<file path="src/rtl/tile_ram_arbiter.sv">
// Tile-RAM arbiter: VGA has absolute priority, game and ghost logic share
// the remaining slots round-robin, with a one-slot lock for game logic.
module tile_ram_arbiter #(
    parameter int ADDR_W = 11,
    parameter int DATA_W = 3
) (
    input  logic              clk,
    input  logic              rst_n,
    input  logic              vga_req,
    input  logic [ADDR_W-1:0] vga_addr,
    output logic [DATA_W-1:0] vga_dout,
    output logic              vga_valid,
    input  logic              gl_req,
    input  logic              gl_we,
    input  logic              gl_lock,
    input  logic [ADDR_W-1:0] gl_addr,
    input  logic [DATA_W-1:0] gl_din,
    output logic              gl_gnt,
    output logic [DATA_W-1:0] gl_dout,
    output logic              gl_valid,
    input  logic              gh_req,
    input  logic              gh_we,
    input  logic [ADDR_W-1:0] gh_addr,
    input  logic [DATA_W-1:0] gh_din,
    output logic              gh_gnt,
    output logic [DATA_W-1:0] gh_dout,
    output logic              gh_valid,
    output logic              ram_en,
    output logic              ram_we,
    output logic [ADDR_W-1:0] ram_addr,
    output logic [DATA_W-1:0] ram_din,
    input  logic [DATA_W-1:0] ram_dout
);

    typedef enum logic [1:0] {
        OWN_NONE,
        OWN_VGA,
        OWN_GL,
        OWN_GH
    } own_e;

    own_e              win_d, tag_d, tag0_q, tag1_q;
    logic              ptr_q, ptr_d;
    logic              lock_q, lock_d;
    logic              gl_elig, gh_elig, we_d;
    logic              ram_en_q, ram_we_q;
    logic [ADDR_W-1:0] ram_addr_q;
    logic [DATA_W-1:0] ram_din_q;
    logic              gl_gnt_q, gh_gnt_q;
    logic              vga_valid_q, gl_valid_q, gh_valid_q;
    logic [DATA_W-1:0] vga_dout_q, gl_dout_q, gh_dout_q;

    // A requester is masked in its grant cycle: its req is still the old one.
    // While a lock is pending, gh may not steal gl's masked cycle.
    always_comb begin
        gl_elig = gl_req && !gl_gnt_q;
        gh_elig = gh_req && !gh_gnt_q && !(lock_q && gl_gnt_q);
        win_d   = OWN_NONE;
        ptr_d   = ptr_q;
        lock_d  = 1'b0;
        if (vga_req) begin
            win_d  = OWN_VGA;
            lock_d = lock_q && gl_req;
        end else if (gl_elig && (lock_q || !gh_elig || !ptr_q)) begin
            win_d  = OWN_GL;
            ptr_d  = 1'b1;
            lock_d = gl_lock;
        end else if (gh_elig) begin
            win_d  = OWN_GH;
            ptr_d  = 1'b0;
        end else begin
            lock_d = lock_q && gl_gnt_q;
        end
    end

    always_comb begin
        we_d  = 1'b0;
        tag_d = OWN_NONE;
        unique case (win_d)
            OWN_VGA: tag_d = OWN_VGA;
            OWN_GL: begin
                we_d  = gl_we;
                tag_d = gl_we ? OWN_NONE : OWN_GL;
            end
            OWN_GH: begin
                we_d  = gh_we;
                tag_d = gh_we ? OWN_NONE : OWN_GH;
            end
            OWN_NONE: tag_d = OWN_NONE;
        endcase
    end

    always_ff @(posedge clk or negedge rst_n) begin
        if (!rst_n) begin
            ram_en_q    <= 1'b0;
            ram_we_q    <= 1'b0;
            ram_addr_q  <= '0;
            ram_din_q   <= '0;
            gl_gnt_q    <= 1'b0;
            gh_gnt_q    <= 1'b0;
            tag0_q      <= OWN_NONE;
            tag1_q      <= OWN_NONE;
            vga_valid_q <= 1'b0;
            gl_valid_q  <= 1'b0;
            gh_valid_q  <= 1'b0;
            vga_dout_q  <= '0;
            gl_dout_q   <= '0;
            gh_dout_q   <= '0;
            ptr_q       <= 1'b0;
            lock_q      <= 1'b0;
        end else begin
            ram_en_q <= (win_d != OWN_NONE);
            ram_we_q <= we_d;
            unique case (win_d)
                OWN_VGA: ram_addr_q <= vga_addr;
                OWN_GL: begin
                    ram_addr_q <= gl_addr;
                    ram_din_q  <= gl_din;
                end
                OWN_GH: begin
                    ram_addr_q <= gh_addr;
                    ram_din_q  <= gh_din;
                end
                OWN_NONE: ;
            endcase
            gl_gnt_q    <= (win_d == OWN_GL);
            gh_gnt_q    <= (win_d == OWN_GH);
            tag0_q      <= tag_d;
            tag1_q      <= tag0_q;
            vga_valid_q <= (tag1_q == OWN_VGA);
            gl_valid_q  <= (tag1_q == OWN_GL);
            gh_valid_q  <= (tag1_q == OWN_GH);
            if (tag1_q == OWN_VGA) vga_dout_q <= ram_dout;
            if (tag1_q == OWN_GL)  gl_dout_q  <= ram_dout;
            if (tag1_q == OWN_GH)  gh_dout_q  <= ram_dout;
            ptr_q  <= ptr_d;
            lock_q <= lock_d;
        end
    end

    assign ram_en    = ram_en_q;
    assign ram_we    = ram_we_q;
    assign ram_addr  = ram_addr_q;
    assign ram_din   = ram_din_q;
    assign gl_gnt    = gl_gnt_q;
    assign gh_gnt    = gh_gnt_q;
    assign vga_valid = vga_valid_q;
    assign gl_valid  = gl_valid_q;
    assign gh_valid  = gh_valid_q;
    assign vga_dout  = vga_dout_q;
    assign gl_dout   = gl_dout_q;
    assign gh_dout   = gh_dout_q;

endmodule
</file>
<file path="config.mk">
export PLATFORM = sky130hd
export DESIGN_NAME = tile_ram_arbiter
export DESIGN_NICKNAME = d
export VERILOG_FILES = /design/src/rtl/tile_ram_arbiter.sv
export SDC_FILE = /design/constraint.sdc
export NUM_CORES = 1
export LEC_CHECK = 0
export CAP_MARGIN = 20
export CORE_MARGIN = 2
export CORE_UTILIZATION = 30
export CTS_CLUSTER_DIAMETER = 80
export DETAILED_ROUTE_END_ITERATION = 12
export MAX_ROUTING_LAYER = met4
export PLACE_DENSITY = 0.69
export SETUP_SLACK_MARGIN = 0.4
export SKIP_LAST_GASP = 1
export SYNTH_ARGS = -nofsm -noshare
export SYNTH_HDL_FRONTEND = slang
export SYNTH_SLANG_ARGS = --single-unit
</file>
<file path="constraint.sdc">
create_clock -name clk -period 1.68 [get_ports clk]
set_input_delay 0.42 -clock clk [delete_from_list [all_inputs] [get_ports clk]]
set_output_delay 0.42 -clock clk [all_outputs]
set_load 0.02 [all_outputs]
</file>
==> metrics, run 1 <==
status=finished clean; top post-synthesis cells by area=dfrtp_1 54%, a222oi_1 6.6%, inv_1 6.1%, a2bb2oi_1 5.8%, nand2_1 5.0%; Post-Syn Instances=149; Wirelength per Cell=14.5 µm; aggregate global-route resource usage=16.1%; CP delay by family, top=simple AND/OR/NAND/NOR gates; Ys Warns=0; post-synthesis register bit count=36; Final Hold Viols=0; CTS tree=built; vias per cell=roughly 4.6; Final setup viols=0; WL final=about 4800 µm; CTS Buffer Depth=2; Final Skew=0.00576 ns; num rows=27; hold crit path type=flop to flop; Port Buf Inserts=approximately 80; Seq/Total Area, Yosys=54.0%; WP data required=1.86 ns; Multi-input gate area=658 µm²; number of cells after detailed placement=308; clock root buffer=clkbuf_8; Die X=78.6 µm; Slew headroom=79.0%; Starting Density=30.7%; Avg Cell Area, Syn=11.2 µm²; Synth area leader=dfrtp_1; Yosys top cell area share=between 50% and 60%; Slew Viols, Final=0; Final min period=1.46 ns; hpwl dp=between 3000 and 4000 µm; die area=6170 µm²; clock tree sinks=36; Slew @ Worst Pin=~0.31 ns; via count=1520; drt drc=0; initial antenna violation count=0; LEAKAGE=about 0.0014 µW; Setup TNS=0 ns; Area Growth Syn to Fin=68.6%; vias in the first global route=about 1600; VDD IR max=0.395 mV; WS Path Type=flop to flop; Core Footprint=5440 µm²; # nets final=306; Mapped Nets=a little under 200; largest net degree at the start of global routing=15; Boundary Pins=80; fillcell total=just over 500; post-route ant nets=0; RSZ-0062 raised after global routing=yes; clk_lat worst skew=0.29 ns; crit path DAT=1.64 ns; Bufs and invs on worst path=0; Overflow after GRT=0; maximum fanout along the worst path=5; Netlist cell types=28; chip height=78.6 µm; fin crit share=87.0%; hold_ws=0.353 ns; ANT cells=0; post-route insts no fill=329; Max-cap violations=0; Synth Cell Area=1670 µm²; Slowest-stage cell, CP=dfrtp_2; Routability Congestion=about 0.78; clock-pin slew on the worst setup and hold paths=0.08 ns; H-tree depth=2; CTS buffer count=5; Largest stage delay, worst path=0.43 ns; global-route wire length before repair=roughly 7500 µm; Setup WS post-layout=0.218 ns; Worst setup EP type=flop; Startpoint Class=flop; pre-CTS setup slack=-0.489 ns; PwrDens=998 nW/µm²; layout cells sized above 1=35.0%; drt first pass iters=5; Max Freq=684 MHz; Detailed Route Iter0 Violations=57; Reg area=903 µm²; CP cell instances=nor2b_4 > a21boi_4 > or2_4 > a221o_1
-- power by group --
group | internal [µW] | switching [µW]
Sequential | 1020 | 99.3
Clock | 289 | 320
Combinational | 588 | 490
-- sequential cells by signal, summed over array words and instances, names as in the netlist --
name	flops
ram_addr	11
lock_q	1
tag1_q	2
vga_valid	1
gh_valid	1
ptr_q	1
ram_din	3
ram_we	1
vga_dout	3
gh_dout	3
gh_gnt	1
gl_gnt	1
ram_en	1
gl_valid	1
gl_dout	3
tag0_q	2
-- worst paths after layout --
check / startpoint / end / slack, ns / depth (start not counted)
max: gh_gnt / ram_din[0] / 0.22 / 4
min: tag0_q[0] / tag1_q[0] / 0.35 / 0
min in group asynchronous: rst_n / gh_dout[1] / 0.53 / 2
max reg2reg: gh_gnt / ram_din[0] / 0.22 / 4
min reg2reg: tag0_q[0] / tag1_q[0] / 0.35 / 0
max in group asynchronous: rst_n / ram_addr[6] / 0.67 / 3
-- layout make-up --
cell class | count | area share, %
tap | 72 | 3.20
multi-input combinational | 80 | 23.4
clock buffer | 5 | 2.45
inverter | 27 | 3.60
sequential | 36 | 32.1
clock inverter | 3 | 0.667
timing repair buffer | 106 | 34.6
-- layout by cell type, fill, tap and decap left out, drive strengths merged --
cell type and instances:
a2bb2oi 11, or2 1, dlygate4sd3 1, clkinv 3, mux2 6, a222oi 11
nand2 22, nor2b 4, a221o 2, a22o 1, o22a 1, inv 27
o21ai 4, clkdlybuf4s50 45, clkdlybuf4s15 1, a31oi 1, a21boi 2, nor3b 2
mux2i 1, nor2 4, dfrtp 36, buf 57, o32ai 1, o21bai 1
clkbuf 5, o21ba 1, nand3 1, nand2b 3, dlygate4sd2 2
-- cells in the mapped netlist --
| cell type | n |
|---|---|
| clkbuf_8 | 4 |
| nand3_1 | 1 |
| dfrtp_1 | 36 |
| a22o_1 | 1 |
| nor2b_4 | 2 |
| o22a_2 | 1 |
| mux2i_1 | 1 |
| o32ai_1 | 1 |
| a21boi_0 | 1 |
| a31oi_1 | 1 |
| a2bb2oi_1 | 11 |
| nand2_1 | 22 |
| a21boi_4 | 1 |
| mux2_2 | 6 |
| o21ba_1 | 1 |
| inv_1 | 27 |
| nand2b_1 | 3 |
| o21ai_4 | 1 |
| nor3b_1 | 2 |
| a222oi_1 | 11 |
| o21ai_0 | 3 |
| o21bai_1 | 1 |
| buf_2 | 2 |
| nor2b_1 | 1 |
| or2_2 | 1 |
| buf_6 | 1 |
| a221o_1 | 2 |
| nor2_1 | 4 |
-- cells by family after synthesis --
kind of cell,share of synthesized area (%)
mux,4.65
buf+inv,10.7
compound gates,20.1
flops,54.0
simple gates,10.6
-- through the flow --
stage                     cell area, µm²  power (µW)  util [%]
final                               2810        2810      51.7
after global placement              2600        2110      47.8
after floorplan                     1690        1630         -
after detailed placement            2600        2130      47.8
after global routing                2810        2960      51.7
after CTS                           2710        2710      49.8
-- routing by layer --
metal,part of all wire (%),global-route usage [%]
met5,0,-
met2,53,28.0
met4,1.6,7.19
met3,5.5,3.45
met1,39,17.7
-- what timing repair did --
| action | 4_1_cts | 5_1_grt |
|---|---|---|
| pin swaps | 12 | 3 |
| hold endpoints to repair | 11 | 0 |
| hold buffers | 1 | 0 |
| setup endpoints to repair | 52 | 35 |
| gates cloned | 2 | 0 |
| buffers inserted | 7 | 3 |
| gates resized for setup | 147 | 27 |
Power figures use the tool's default switching activity.
==> run 2: changes to the inputs <==
- CTS_CLUSTER_DIAMETER: 80 -> not set
==> results of run 2 <==
Same layout as run 1: the final DEF is identical, and so are final timing and power.
==> run 3: changes to the inputs <==
- CTS_BUF_LIST: not set -> sky130_fd_sc_hd__clkbuf_4 sky130_fd_sc_hd__clkbuf_8
==> results of run 3 <==
Same layout as run 1: the final DEF is identical, and so are final timing and power.
